==> src/rtl/resource_arbiter.sv <==
// resource_arbiter: round-robin front end for a shared, handle-indexed
// resource store. One access is in flight at a time. Each access walks
// IDLE -> ACCESS -> RESP, and its completion strobe is raised in RESP.
//
//   state  | meaning
//   -------+-------------------------------------------------------------
//   IDLE   | pick the next pending port after last_grant; latch its fields
//   ACCESS | perform the store write (store/accumulate) or read into data_out
//   RESP   | raise read_ready / write_ack for the granted port
module resource_arbiter #(
  parameter int data_width   = 16,
  parameter int handle_width = 8,
  parameter int n_handles    = 256,
  parameter int n_ports      = 4
) (
  input  logic                            clk,
  input  logic                            reset,
  input  logic                            enable,
  input  logic [n_ports-1:0]              read_req,
  input  logic [n_ports-1:0]              write_req,
  input  logic [n_ports*handle_width-1:0] handle_in,
  input  logic [n_ports*data_width-1:0]   arg_a_in,
  input  logic [n_ports*data_width-1:0]   arg_b_in,
  output logic [data_width-1:0]           data_out,
  output logic [n_ports-1:0]              read_ready,
  output logic [n_ports-1:0]              write_ack,
  output logic                            busy
);

  localparam int port_w = (n_ports > 1) ? $clog2(n_ports) : 1;
  localparam int idx_w  = (n_handles > 1) ? $clog2(n_handles) : 1;
  localparam logic [port_w-1:0]     last_port    = port_w'(n_ports - 1);
  localparam logic [port_w:0]       port_count   = (port_w + 1)'(n_ports);
  localparam logic [handle_width:0] handle_limit = (handle_width + 1)'(n_handles);

  typedef enum logic [1:0] {
    IDLE   = 2'd0,
    ACCESS = 2'd1,
    RESP   = 2'd2
  } state_t;

  state_t                  state;
  logic [port_w-1:0]       last_grant;
  logic [port_w-1:0]       grant_port;
  logic [handle_width-1:0] lat_handle;
  logic [data_width-1:0]   lat_a;
  logic                    lat_accum;
  logic                    lat_write;

  logic [data_width-1:0]   mem [n_handles];

  logic [n_ports-1:0]      pending;
  logic                    pick_valid;
  logic [port_w-1:0]       pick;
  logic [port_w:0]         cand_w;
  logic [port_w-1:0]       cand_p;
  logic [handle_width-1:0] sel_handle;
  logic [data_width-1:0]   sel_a;
  logic [data_width-1:0]   sel_b;
  logic                    sel_write;

  logic                    in_range;
  logic [idx_w-1:0]        idx;
  logic                    mem_we;
  logic [data_width-1:0]   mem_wdata;

  // Round-robin search: first pending port starting just after last_grant.
  always_comb begin
    pending    = read_req | write_req;
    pick_valid = 1'b0;
    pick       = '0;
    cand_w     = '0;
    cand_p     = '0;
    for (int i = 0; i < n_ports; i++) begin
      cand_w = {1'b0, last_grant} + (port_w + 1)'(i + 1);
      if (cand_w >= port_count) begin
        cand_w = cand_w - port_count;
      end
      cand_p = cand_w[port_w-1:0];
      if (!pick_valid && pending[cand_p]) begin
        pick_valid = 1'b1;
        pick       = cand_p;
      end
    end
  end

  // Request fields of the winning port; write wins when both requests are up.
  always_comb begin
    sel_handle = handle_in[pick*handle_width +: handle_width];
    sel_a      = arg_a_in[pick*data_width +: data_width];
    sel_b      = arg_b_in[pick*data_width +: data_width];
    sel_write  = write_req[pick];
  end

  // Store addressing and write data; out-of-range handles never touch the store.
  always_comb begin
    in_range  = ({1'b0, lat_handle} < handle_limit);
    idx       = lat_handle[idx_w-1:0];
    mem_we    = enable && (state == ACCESS) && lat_write && in_range;
    mem_wdata = lat_accum ? (mem[idx] + lat_a) : lat_a;
  end

  // Control FSM: grant, latch, access, respond.
  always_ff @(posedge clk or posedge reset) begin
    if (reset) begin
      state      <= IDLE;
      last_grant <= last_port;
      grant_port <= '0;
      lat_handle <= '0;
      lat_a      <= '0;
      lat_accum  <= 1'b0;
      lat_write  <= 1'b0;
      data_out   <= '0;
    end else if (enable) begin
      case (state)
        IDLE: begin
          if (pick_valid) begin
            grant_port <= pick;
            last_grant <= pick;
            lat_handle <= sel_handle;
            lat_a      <= sel_a;
            lat_accum  <= |sel_b;
            lat_write  <= sel_write;
            state      <= ACCESS;
          end
        end
        ACCESS: begin
          if (!lat_write) begin
            data_out <= in_range ? mem[idx] : '0;
          end
          state <= RESP;
        end
        RESP: begin
          state <= IDLE;
        end
        default: begin
          state <= IDLE;
        end
      endcase
    end
  end

  // Shared store; contents survive reset.
  always_ff @(posedge clk) begin
    if (mem_we) begin
      mem[idx] <= mem_wdata;
    end
  end

  // Completion strobes and busy decode straight from the registered state.
  always_comb begin
    read_ready = '0;
    write_ack  = '0;
    if (state == RESP) begin
      if (lat_write) begin
        write_ack[grant_port] = 1'b1;
      end else begin
        read_ready[grant_port] = 1'b1;
      end
    end
    busy = (state != IDLE);
  end

endmodule

==> config.mk <==
export PLATFORM = sky130hd
export DESIGN_NAME = resource_arbiter
export DESIGN_NICKNAME = d
export VERILOG_FILES = /design/src/rtl/resource_arbiter.sv
export SDC_FILE = /design/constraint.sdc
export NUM_CORES = 2
export LEC_CHECK = 0
export ABC_CLOCK_PERIOD_IN_PS = 21200
export BUFFER_PORTS_ARGS = -buffer_cell sky130_fd_sc_hd__buf_2
export CAP_MARGIN = 20
export CORE_UTILIZATION = 40
export DETAILED_ROUTE_END_ITERATION = 7
export PLACE_DENSITY = 0.55
export RECOVER_POWER = 50
export SETUP_SLACK_MARGIN = 0.2
export SLEW_MARGIN = 30
export SYNTH_ARGS = -nofsm -noshare
export SYNTH_HDL_FRONTEND = slang
export SYNTH_SLANG_ARGS = --single-unit
==> constraint.sdc <==
create_clock -name clk -period 21.2 [get_ports clk]
set_input_delay 3.18 -clock clk [delete_from_list [all_inputs] [get_ports clk]]
set_output_delay 3.18 -clock clk [all_outputs]
set_load 0.02 [all_outputs]
==> results by group <==
Status
  • Status: finished with violations
  • Failing checks: capacitance limit, slew limit

STA
  • RSZ-0062 raised after global routing: false
  • Final Hold Viols: 0
  • Final period util: 64.7%
  • Post-Route Setup TNS: 0 ps
  • Slew Viols, Final: 2331
  • Max Freq: 72.9 MHz
  • Period minus WS final: 13710 ps
  • Worst slew pin tran: 3030 ps
  • Setup clock skew after layout: 92.7 ps
  • Max_slew headroom: -102%
  • Final setup fails: 0

Routing
  • Antenna-violating nets left: 0
  • Met3 wire length: 40.2 mm
  • Router iterations before antenna repair: 6
  • Routed via count: 76400
  • M1 WL: 181 mm
  • Residual DRC count: 0
  • DRT Wirelength: 448 mm
  • Via/cell ratio: 5.87
  • DR top layer: met5
  • Drt wl/cell: 34.4 um
  • Initial drt markers: 9213
  • Routed wl met2: 211 mm

Global route
  • Antenna violations before repair: 21
  • Number of global-route vias before repair: 77300
  • First-pass GRT wire length: 623 mm
  • Largest net degree at the start of global routing: 162
  • GRT Util Overall: 22.0%
  • GRT overflow: 0

Clock network
  • Num CTS Buffers: 421
  • Clock Path Buffers: 4
  • Root Driver: clkbuf_16
  • Post-CTS Setup Repair Bufs: 0
  • CTS tree: built
  • H-tree levels: 5
  • Cts repair resizes: 0
  • Clock-pin transition on the worst setup and hold timing paths: 60 ps
  • Clk sinks: 4144
  • Clock latency at the later pin of the worst-skew pair: 1000 ps
  • CTS Hold Buffers Added: 0

Setup path
  • Crit path launch type: flip-flop
  • CP endpoint kind: flip-flop
  • R2R cell count: 19
  • Setup CP Type: flip-flop to flip-flop
  • Worst reg2reg path startpoint: idx[2]
  • Reg2Reg Capture Point: mem[49][15]
  • Reg2reg setup slack: 7490 ps
  • CP Max Fanout: 94
  • Critical path arrival: 14360 ps
  • CP required: 21850 ps

Synthesis
  • Mapped Cells: 6761
  • Syn_nets: 6948
  • Synth Register Bits: 4144
  • Sequential area share after synthesis: 77.4%
  • Mean Syn Cell Area: 23.7 um^2
  • Post-Syn Area: 161000 um^2
  • Primary FF master, synth: edfxtp_1
  • Ys async rst share: 1.16%
  • Number of synthesized flops with an enable pin: 4096
  • Distinct cells, synth: 72
  • Syn. warnings: 0

Placed design
  • Port bufs: 195
  • Placer Congestion: 0.970
  • DP HPWL: 262 mm

Cells and area
  • Most frequent cells in the layout: 4096 x edfxtp_1, 1281 x mux4_2, 423 x clkbuf_16, 381 x clkbuf_1, 173 x nor2_1
  • Fin nets: 7591
  • Layout cells sized above 1: 30.8%
  • Synthesis-to-layout area growth: 13.6%
  • Most common cell after layout, fill and taps aside: edfxtp_1

Floorplanning
  • Core area: 399000 um^2
  • Total Die Area: 404000 um^2
  • Starting Density: 40.2%
  • # rows: 232
  • Chip width: 636 um
  • # IOs: 196
  • Die height: 636 um

Run
  • Max_cap viols: 144

Hold path
  • Worst Hold End: data_out[13]
  • Hold Path Depth: 1
  • Worst Hold Class: flip-flop to flip-flop
  • Hold_sp: data_out[13]
## routing by layer
metal | up-vias | global-route usage (%)
met5 | - | 0
met4 | 14 | 6.74
met3 | 690 | 5.15
met2 | 3418 | 34.7
met1 | 42000 | 30.4
li1 | 30400 | -
## synthesized netlist by cell type (all sizes together) (8+ instances only)
master,n,area (um^2)
edfxtp,4096,123000
mux4,1281,28900
nor2,304,1140
buf,218,1380
nand2,159,597
clkbuf,150,563
mux2i,71,711
o21ai,64,320
mux2,52,586
a22oi,46,345
dfrtp,46,1150
nand3,38,190
a21oi,20,100
nor3,19,95.1
inv,18,67.6
nor2b,16,100
nor4,16,100
ha,15,188
o211ai,12,90.1
nand2b,9,56.3
nand4,8,50.1
## worst max-delay path: stages (launching register included)
cell	delay [ps]
dfrtp_1	1780
clkbuf_1	1880
clkbuf_1	1820
clkbuf_1	1360
mux4_2	470
mux4_2	640
a221oi_1	560
inv_2	80
ha_1	280
a21oi_1	240
o211ai_1	190
o41ai_1	670
o21ai_0	400
o41a_1	440
a211oi_1	290
a21boi_1	220
o21ai_1	130
xnor2_2	200
buf_6	610
buf_4	800
## cell families after synthesis
group,count (synthesis),share of synthesized area [%]
multiplexers,1404,18.8
flip-flops,4144,77.4
AO/OA/AOI/OAI,212,0.903
buffers and inverters,388,1.26
XOR/XNOR,9,0.0491
adder cells (fa/ha/maj),16,0.129
AND/OR/NAND/NOR,588,1.54
## stage by stage
step                      cell area, um^2  hold slack (ps)  instances  util [%]  setup WS, ps
after detailed placement           170000              507      12200      42.7         10680
final                              182000              520      13000      45.7          7490
after CTS                          184000              521      13000      46.0         10660
after floorplan                    161000              470       6761         -          4370
after global routing               182000              548      13000      45.7          7310
after global placement             170000              491      12200      42.6         10660
## how the worst max path moves through the flow
stage,from,endpoint,slack (ps),cells after the start
floorplan,idx[0],mem[0][9],4370,17
global placement,idx[0],mem[60][15],10660,20
detailed placement,idx[0],mem[50][15],10680,20
CTS,idx[0],mem[51][15],10660,20
global route,idx[2],mem[49][15],7310,19
finish,idx[2],mem[49][15],7490,19
## registers in the layout (all words and copies together), names as in the netlist
signal	flops
data_out	16
grant_port	2
idx	8
last_grant	2
lat_a	16
lat_accum	1
lat_write	1
mem	4096
state	2
## cell type report
class,count,area (um^2)
clock buffer,528,11000
antenna,9,22.5
multi-input combinational,2229,34900
timing repair buffer,588,3280
fill,33100,217000
sequential,4144,124000
tap,5265,6590
inverter,20,85.1
clock inverter,235,2250
Power is not shown: default switching activity piles up to over one toggle a cycle in this logic, so the estimate is an artifact.
